--- src/rtl/pdp11_fetch_decode_pkg.sv ---
// Shared types, opcode constants and pre-decode helpers for the PDP-11 fetch/decode stage.
package pdp11_fetch_decode_pkg;

  typedef enum logic [3:0] {
    CL_DOP, CL_BR, CL_SOP, CL_JSR, CL_RTS, CL_JMP, CL_SWAB, CL_HALT, CL_NOP, CL_ILLEGAL
  } decode_class_t;

  typedef logic [2:0] mode_t;
  typedef logic [2:0] reg_t;

  localparam logic [15:0] OCT_HALT = 16'o000000;
  localparam logic [15:0] OCT_NOP  = 16'o000240;
  localparam logic [15:0] OCT_RTS  = 16'o000200;  // 00020R
  localparam logic [15:0] OCT_JMP  = 16'o000100;  // 0001DD
  localparam logic [15:0] OCT_SWAB = 16'o000300;  // 0003DD
  localparam logic [15:0] OCT_JSR  = 16'o004000;  // 004RDD

  // One extension word for indexed/deferred-indexed, or immediate/absolute via PC.
  function automatic logic [1:0] ext_words(mode_t mode, reg_t rn);
    return ((mode == 3'd6) || (mode == 3'd7) ||
            (((mode == 3'd2) || (mode == 3'd3)) && (rn == 3'd7))) ? 2'd1 : 2'd0;
  endfunction

  function automatic decode_class_t decode_class(logic [15:0] w);
    decode_class_t cl;
    cl = CL_ILLEGAL;
    if (w == OCT_HALT)                                        cl = CL_HALT;
    else if (w == OCT_NOP)                                    cl = CL_NOP;
    else if (w[15:3] == OCT_RTS[15:3])                        cl = CL_RTS;
    else if (w[15:6] == OCT_JMP[15:6])                        cl = CL_JMP;
    else if (w[15:6] == OCT_SWAB[15:6])                       cl = CL_SWAB;
    else if ((w[14:11] == 4'd0) && (w[15] || (w[10:8] != 3'd0))) cl = CL_BR;
    else if (w[15:9] == OCT_JSR[15:9])                        cl = CL_JSR;
    else if ((w[14:12] == 3'd0) && (w[11:6] >= 6'o50) && (w[11:6] <= 6'o63)) cl = CL_SOP;
    else if ((w[14:12] != 3'd0) && (w[14:12] != 3'd7))        cl = CL_DOP;
    return cl;
  endfunction

  function automatic logic [1:0] ext_count(logic [15:0] w, decode_class_t cl);
    logic [1:0] n;
    n = 2'd0;
    case (cl)
      CL_DOP:                         n = ext_words(w[11:9], w[8:6]) + ext_words(w[5:3], w[2:0]);
      CL_SOP, CL_JMP, CL_SWAB, CL_JSR: n = ext_words(w[5:3], w[2:0]);
      default:                        n = 2'd0;
    endcase
    return n;
  endfunction

endpackage

--- src/rtl/pdp11_prefetch_queue.sv ---
// Circular word FIFO with multi-entry pop and peek of the two words behind the head.
module pdp11_prefetch_queue #(
  parameter int unsigned WIDTH = 16,
  parameter int unsigned DEPTH = 4,
  localparam int unsigned PtrW = $clog2(DEPTH),
  localparam int unsigned CntW = $clog2(DEPTH + 1)
) (
  input  logic             clk,
  input  logic             reset_n,
  input  logic             flush,
  input  logic             push,
  input  logic [WIDTH-1:0] push_data,
  input  logic             pop,
  input  logic [1:0]       pop_n,
  output logic [WIDTH-1:0] head,
  output logic [WIDTH-1:0] head1,
  output logic [WIDTH-1:0] head2,
  output logic [CntW-1:0]  count
);

  logic [WIDTH-1:0] mem_q [DEPTH];
  logic [PtrW-1:0]  rd_q, wr_q, rd1, rd2;
  logic [CntW-1:0]  cnt_q;

  // Pointers and occupancy; flush wins over same-cycle push/pop.
  always_ff @(posedge clk or negedge reset_n) begin
    if (!reset_n) begin
      rd_q  <= '0;
      wr_q  <= '0;
      cnt_q <= '0;
    end else if (flush) begin
      rd_q  <= '0;
      wr_q  <= '0;
      cnt_q <= '0;
    end else begin
      if (push) wr_q <= wr_q + PtrW'(1);
      if (pop)  rd_q <= rd_q + PtrW'(pop_n);
      cnt_q <= cnt_q + CntW'(push) - (pop ? CntW'(pop_n) : CntW'(0));
    end
  end

  // Storage array; contents need no reset since occupancy gates every read.
  always_ff @(posedge clk) begin
    if (push && !flush) mem_q[wr_q] <= push_data;
  end

  assign rd1   = rd_q + PtrW'(1);
  assign rd2   = rd_q + PtrW'(2);
  assign head  = mem_q[rd_q];
  assign head1 = mem_q[rd1];
  assign head2 = mem_q[rd2];
  assign count = cnt_q;

endmodule

--- src/rtl/pdp11_fetch_decode.sv ---
// Byte-wise instruction prefetch, word queue and pre-decode feeding the execute stage.
module pdp11_fetch_decode
  import pdp11_fetch_decode_pkg::*;
#(
  parameter int unsigned         WORD_SIZE = 16,
  parameter int unsigned         MEM_WIDTH = 8,
  parameter int unsigned         ADDR_LEN  = 16,
  parameter int unsigned         QDEPTH    = 4,
  parameter logic [ADDR_LEN-1:0] RESET_PC  = 16'o001000
) (
  input  logic                 clk,
  input  logic                 reset_n,
  input  logic                 redirect_valid,
  input  logic [ADDR_LEN-1:0]  redirect_pc,
  output logic                 mem_req,
  output logic [ADDR_LEN-1:0]  mem_addr,
  input  logic                 mem_ack,
  input  logic [MEM_WIDTH-1:0] mem_rdata,
  output logic                 ins_valid,
  input  logic                 ins_ready,
  output logic [WORD_SIZE-1:0] ins_word,
  output logic [WORD_SIZE-1:0] ins_ext0,
  output logic [WORD_SIZE-1:0] ins_ext1,
  output logic [1:0]           ins_nwords,
  output logic [ADDR_LEN-1:0]  ins_pc,
  output decode_class_t        ins_class,
  output logic                 odd_addr_err
);

  localparam int unsigned BPW   = WORD_SIZE / MEM_WIDTH;
  localparam int unsigned LaneW = (BPW > 1) ? $clog2(BPW) : 1;
  localparam int unsigned CntW  = $clog2(QDEPTH + 1);

  typedef enum logic [1:0] {StIdle, StReq, StAsm, StPush} fetch_state_e;

  fetch_state_e         state_q, state_d;
  logic [ADDR_LEN-1:0]  fetch_pc_q, fetch_pc_d, req_addr_q, req_addr_d, head_pc_q, head_pc_d;
  logic [LaneW-1:0]     lane_q, lane_d;
  logic [WORD_SIZE-1:0] word_q, word_d;
  logic                 discard_q, discard_d, halted_q, halted_d, odd_err_q, odd_err_d;

  logic [WORD_SIZE-1:0] head, head1, head2;
  logic [CntW-1:0]      count;
  decode_class_t        cls;
  logic [1:0]           ext_n, pop_n;
  logic                 bundle_ok, pop, push, can_fetch;

  pdp11_prefetch_queue #(
    .WIDTH (WORD_SIZE),
    .DEPTH (QDEPTH)
  ) u_queue (
    .clk       (clk),
    .reset_n   (reset_n),
    .flush     (redirect_valid),
    .push      (push),
    .push_data (word_q),
    .pop       (pop),
    .pop_n     (pop_n),
    .head      (head),
    .head1     (head1),
    .head2     (head2),
    .count     (count)
  );

  assign cls       = decode_class(head[15:0]);
  assign ext_n     = ext_count(head[15:0], cls);
  assign pop_n     = ext_n + 2'd1;
  assign bundle_ok = !halted_q && (int'(count) >= int'(pop_n));
  assign pop       = bundle_ok && ins_ready && !redirect_valid;
  assign can_fetch = !halted_d && !odd_err_q && (int'(count) < int'(QDEPTH));
  assign odd_addr_err = odd_err_q;

  // Bundle outputs are forced to an inert NOP whenever no complete bundle is queued.
  always_comb begin
    ins_valid  = bundle_ok;
    ins_word   = '0;
    ins_ext0   = '0;
    ins_ext1   = '0;
    ins_nwords = 2'd0;
    ins_pc     = '0;
    ins_class  = CL_NOP;
    if (bundle_ok) begin
      ins_word   = head;
      ins_nwords = ext_n;
      ins_pc     = head_pc_q;
      ins_class  = cls;
      if (ext_n != 2'd0) ins_ext0 = head1;
      if (ext_n == 2'd2) ins_ext1 = head2;
    end
  end

  // Halt, odd-address and head-PC tracking; redirect overrides any same-cycle pop.
  always_comb begin
    halted_d  = halted_q;
    odd_err_d = odd_err_q;
    head_pc_d = head_pc_q;
    if (redirect_valid) begin
      halted_d  = 1'b0;
      head_pc_d = redirect_pc;
      if (redirect_pc[0]) odd_err_d = 1'b1;
    end else if (pop) begin
      head_pc_d = head_pc_q + ADDR_LEN'({pop_n, 1'b0});
      if (cls == CL_HALT) halted_d = 1'b1;
    end
  end

  // Fetch FSM: one byte request at a time, word pushed the cycle after its last byte.
  always_comb begin
    state_d    = state_q;
    fetch_pc_d = fetch_pc_q;
    req_addr_d = req_addr_q;
    lane_d     = lane_q;
    word_d     = word_q;
    discard_d  = discard_q;
    push       = 1'b0;
    mem_req    = 1'b0;
    mem_addr   = '0;
    if (redirect_valid) fetch_pc_d = redirect_pc;
    case (state_q)
      StIdle: begin
        if (!redirect_valid && can_fetch) begin
          req_addr_d = fetch_pc_q;
          lane_d     = '0;
          state_d    = StReq;
        end
      end
      StReq: begin
        mem_req  = 1'b1;
        mem_addr = req_addr_q;
        if (mem_ack) begin
          if (discard_q || redirect_valid) begin
            // Request was superseded: let it finish on the bus, throw the byte away.
            discard_d = 1'b0;
            state_d   = StIdle;
          end else begin
            word_d[MEM_WIDTH*int'(lane_q) +: MEM_WIDTH] = mem_rdata;
            state_d = (int'(lane_q) == int'(BPW) - 1) ? StPush : StAsm;
          end
        end else if (redirect_valid) begin
          discard_d = 1'b1;
        end
      end
      StAsm: begin
        if (redirect_valid) begin
          state_d = StIdle;
        end else begin
          lane_d     = lane_q + LaneW'(1);
          req_addr_d = req_addr_q + ADDR_LEN'(1);
          state_d    = StReq;
        end
      end
      StPush: begin
        state_d = StIdle;
        if (!redirect_valid) begin
          push       = 1'b1;
          fetch_pc_d = fetch_pc_q + ADDR_LEN'(2);
        end
      end
      default: state_d = StIdle;
    endcase
  end

  // State registers.
  always_ff @(posedge clk or negedge reset_n) begin
    if (!reset_n) begin
      state_q    <= StIdle;
      fetch_pc_q <= RESET_PC;
      req_addr_q <= '0;
      head_pc_q  <= RESET_PC;
      lane_q     <= '0;
      word_q     <= '0;
      discard_q  <= 1'b0;
      halted_q   <= 1'b0;
      odd_err_q  <= 1'b0;
    end else begin
      state_q    <= state_d;
      fetch_pc_q <= fetch_pc_d;
      req_addr_q <= req_addr_d;
      head_pc_q  <= head_pc_d;
      lane_q     <= lane_d;
      word_q     <= word_d;
      discard_q  <= discard_d;
      halted_q   <= halted_d;
      odd_err_q  <= odd_err_d;
    end
  end

endmodule

--- config.mk ---
export PLATFORM = sky130hd
export DESIGN_NAME = pdp11_fetch_decode
export DESIGN_NICKNAME = d
export VERILOG_FILES = /design/src/rtl/pdp11_fetch_decode_pkg.sv /design/src/rtl/pdp11_prefetch_queue.sv /design/src/rtl/pdp11_fetch_decode.sv
export SDC_FILE = /design/constraint.sdc
export NUM_CORES = 1
export LEC_CHECK = 0
export CAP_MARGIN = 40
export CORE_ASPECT_RATIO = 1.4
export CORE_MARGIN = 1
export CORE_UTILIZATION = 34
export DETAILED_ROUTE_END_ITERATION = 8
export GPL_TIMING_DRIVEN = 0
export PLACE_DENSITY = 0.56
export SLEW_MARGIN = 30
export SYNTH_ARGS = -nofsm -noshare
export SYNTH_HDL_FRONTEND = slang
export SYNTH_SLANG_ARGS = --single-unit
export TNS_END_PERCENT = 20
--- constraint.sdc ---
create_clock -name clk -period 6 [get_ports clk]
set_input_delay 1.8 -clock clk [delete_from_list [all_inputs] [get_ports clk]]
set_output_delay 1.8 -clock clk [all_outputs]
set_load 0.05 [all_outputs]
==> impl_summary.md <==
STA
The final worst-path cycle share is 99.0%. For this run, the top clock speed supported by timing is 168 MHz. The worst-case setup margin in the final layout is 61.1 ps. The worst setup skew after layout is 16.0 ps. The max-slew violation count is 0. The hold violation count in the final report is 0.

The routed design could run at a clock period as short as 5940 ps. The relative slew slack is 43.2%. The number of setup violations in the final report is 0. Setup repair after global routing could not meet its margin everywhere. For the pin with the worst max-slew slack, the measured transition is 846 ps.

Placement
Buffers placed on the I/O ports in this run total 116. The cell area reported after detailed placement is 9970 µm². The worst slack after detailed placement is -1640 ps. Detailed placement ended at an HPWL of 17.6 mm. The weighted congestion at the end of routability-driven global placement is 0.821.

Min path
Along the worst hold path, the cell count comes to 0. The type of the tightest min-delay check is reg2reg.

Floorplanning
The top-level I/O count is 118. The die outline width is 133 µm. The core region is 23,800 µm². The floorplan step defined a die boundary enclosing 24,800 µm². The initial cell density of the core is 34.5%.

From bottom edge to top edge, the die measures 186 µm. The floorplan has 67 rows.

Status
The run finished with clean final reports.

Yosys
Synthesis produced a netlist whose cell count is 706. Among all flip-flop cells after synthesis, the most frequent one is sky130_fd_sc_hd__dfrtp_1. The cell area that synthesis handed to floorplanning was 8220 µm².

For this run, the number of Yosys warnings is 0. After synthesis, flip-flops and latches occupy 46.8% of the total area. The number of flip-flops and latches in the synthesized netlist is 141. The number of enable flip-flop cells after synthesis is 64. The largest total area in the synthesized netlist belongs to sky130_fd_sc_hd__edfxtp_1. The number of nets in the synthesized netlist is 754. By count the netlist is led by sky130_fd_sc_hd__dfrtp_1 (75), sky130_fd_sc_hd__edfxtp_1 (64), sky130_fd_sc_hd__mux2_2 (53), sky130_fd_sc_hd__nand2_1 (53), sky130_fd_sc_hd__and2_1 (47). The most repeated cell in the gate-level netlist after synthesis is sky130_fd_sc_hd__dfrtp_1.

Ranked by total cell area, the synthesized netlist is headed by sky130_fd_sc_hd__edfxtp_1 (23%), sky130_fd_sc_hd__dfrtp_1 (23%), sky130_fd_sc_hd__mux4_2 (9.3%). The portion of synthesized cell area occupied by the leading cell type is 23.4%. The synthesized area per cell is 11.6 µm². In the synthesized netlist the async set-or-reset flop fraction comes to 54.6%. The number of different library cells in the post-synthesis netlist is 65.

Pwr
The total leakage power is 4.31 nW. The worst-case IR drop observed on VDD is 0.448 mV. The power per standard cell area is 573 nW/µm².

Drt
The total via count in the routed design is 6,272. The first-pass detailed-route iteration total is 4. The final layout contains routed wiring with a total length of 24.6 mm.

Dividing the detail-routed wire length by the instance count gives 20.4 µm. In this run, the number of DRC markers left after iteration 0 of detailed routing was 356. The DRC violation count after routing is 0. The mean number of vias per cell is 5.22.

Once detail routing completed, the nets flagged for antenna violations numbered 0.

Final layout
The layout cell share with drive strength beyond 1 is 33.3%. The design area is 11,100 µm². The total number of nets in the final design is 925. The area growth from synthesis to final layout is 34.5%.

Worst setup path
Along the worst path, the maximum fanout reaches 7. Traced cell by cell, the critical path runs through buf_12 > clkbuf_16 > mux2_4 > mux2i_4 > nor2_1 > nand2_1 > a21boi_1 > ha_1 > a22oi_2 > buf_4 > ha_4 > nand2b_4 > a211o_1 > nand2b_4 > buf_12 > inv_6 > and3_1 > clkdlybuf4s15_2. The stage delay of the slowest cell on the critical path is 430 ps. At the worst endpoint, the required time is 4200 ps.

The worst setup path is launched from a flop. Data on the critical path arrives at its endpoint at 4140 ps. The critical path class is reg2out. The length in cells of the worst reg-to-reg path is 22. The worst setup path is captured at a primary output. The slowest stage cell on the critical path is sky130_fd_sc_hd__dfrtp_2.

Global routing
The number of global-route vias before repair was 6,360. The overall fraction of global-route tracks in use is 20.2%. The wire length of the first global-routing pass is 37.3 mm. Entering global routing, the biggest net connects 63 pins. Global routing finished with a remaining overflow of 0. The initial antenna violation count is 3.

Clock tree
The root cell of the clock tree is sky130_fd_sc_hd__clkbuf_16. In this run the deepest clock path goes through 2 buffers. CTS saw 141 sinks. In this run, CTS created clock tree buffers numbering 17. The cts-stage hold buffer count is 0. Clock-pin slew was measured on the worst setup and hold paths at 60 ps. The source-to-sink clock delay at the later pin of the worst-skew pair is 430 ps.

The CTS tree is done. In this run the number of H-tree levels came out at 4.

Run
The number of max-cap violations is 0.
-- flip-flops by register name, summed over array words and instances, names as in the netlist, 2 cells and up, named ones only --
| signal | cells |
|---|---|
| u_queue.mem_q | 64 |
| u_queue.count | 3 |
| req_addr_q | 16 |
| fetch_pc_q | 14 |
| head_pc_q | 16 |
| state_q | 2 |
| word_q | 16 |
| u_queue.wr_q | 2 |
| u_queue.rd_q | 2 |
-- per-layer routing --
metal	vias to the layer above	share of wire (%)	wire length [µm]	track usage, %
li1	2937	-	-	-
met1	3095	39	9620	22.7
met2	202	53	13000	37.7
met3	36	5.0	1230	4.19
met4	2	2.7	672	7.05
met5	-	0.053	13	0
-- power breakdown --
| group | total [mW] | switching [mW] | internal, mW |
|---|---|---|---|
| Sequential | 1.30 | 0.142 | 1.15 |
| Combinational | 3.93 | 2.43 | 1.50 |
| Clock | 1.11 | 0.443 | 0.664 |
| Total | 6.34 | 3.02 | 3.32 |
-- area by class of cell --
cell class | instances | area [µm²]
clock inverter | 14 | 180
antenna | 1 | 2.50
tap | 310 | 388
sequential | 141 | 3850
inverter | 18 | 80.1
timing repair inverter | 1 | 8.76
clock buffer | 18 | 429
fill | 2205 | 12700
buffer | 43 | 353
multi-input combinational | 504 | 4330
timing repair buffer | 151 | 1440
-- what timing repair did --
action | in CTS | in global routing
setup endpoints to repair | 71 | 71
setup buffers | 21 | 4
gates cloned | 1 | 3
gates resized for setup | 379 | 67
pin swaps | 8 | 7
-- per-stage QoR --
step | utilization, % | hold WS [ps] | total power [mW] | setup TNS [ps] | std cells
2_1_floorplan | - | 443 | 3.56 | 0 | 706
5_1_grt | 46.4 | 525 | 6.61 | -1460 | 1200
4_1_cts | 45.4 | 510 | 6.02 | 0 | 1192
3_3_place_gp | 41.4 | 488 | 4.67 | -98250 | 1132
3_5_place_dp | 41.9 | 495 | 4.70 | -100600 | 1138
6_report | 46.4 | 508 | 6.34 | 0 | 1201
-- cell families after synthesis --
group                    synth area share (%)
multiplexers                             19.0
buffers and inverters                    3.51
adder cells (fa/ha/maj)                  3.07
flip-flops                               46.8
AND/OR/NAND/NOR                          16.6
XOR/XNOR                                 2.88
AO/OA/AOI/OAI                            8.13
-- cells in the final DEF (no fill, tap or decap), drive strengths merged, types with 11 or more instances in the layout --
master         Yosys  routed
edfxtp            64      64
xor2              11      11
o21ai             23      23
buf               18     106
mux2i             14      14
a21oi             23      23
dfrtp             75      75
mux2              55      55
nand3             23      23
inv               17      25
clkdlybuf4s50      0      44
xnor2             16      16
and3              28      28
and2              47      47
mux4              35      35
ha                17      17
clkbuf            25      45
clkdlybuf4s15      0      17
nor2b             20      20
nor2              46      46
nand2             53      53
-- final timing paths --
check / from / endpoint / slack (ps)
setup / recovery: u_queue.rd_q[1] / ins_ext1[2] / 60
hold / removal: word_q[14] / u_queue.mem_q[2][14] / 510
setup reg to reg: u_queue.rd_q[1] / u_queue.count[2] / 1170
hold reg to reg: word_q[14] / u_queue.mem_q[2][14] / 510
max in group asynchronous: reset_n / head_pc_q[9] / 4190
min in group asynchronous: reset_n / word_q[3] / 1200
-- critical path: cells and delay by family, from the launching register on --
family	cells	cell delay (ps)
compound gates	3	630
buf+inv	6	1000
flops	1	430
simple gates	5	600
fa+ha+maj	2	480
mux	2	540
Power figures use the tool's default switching activity.
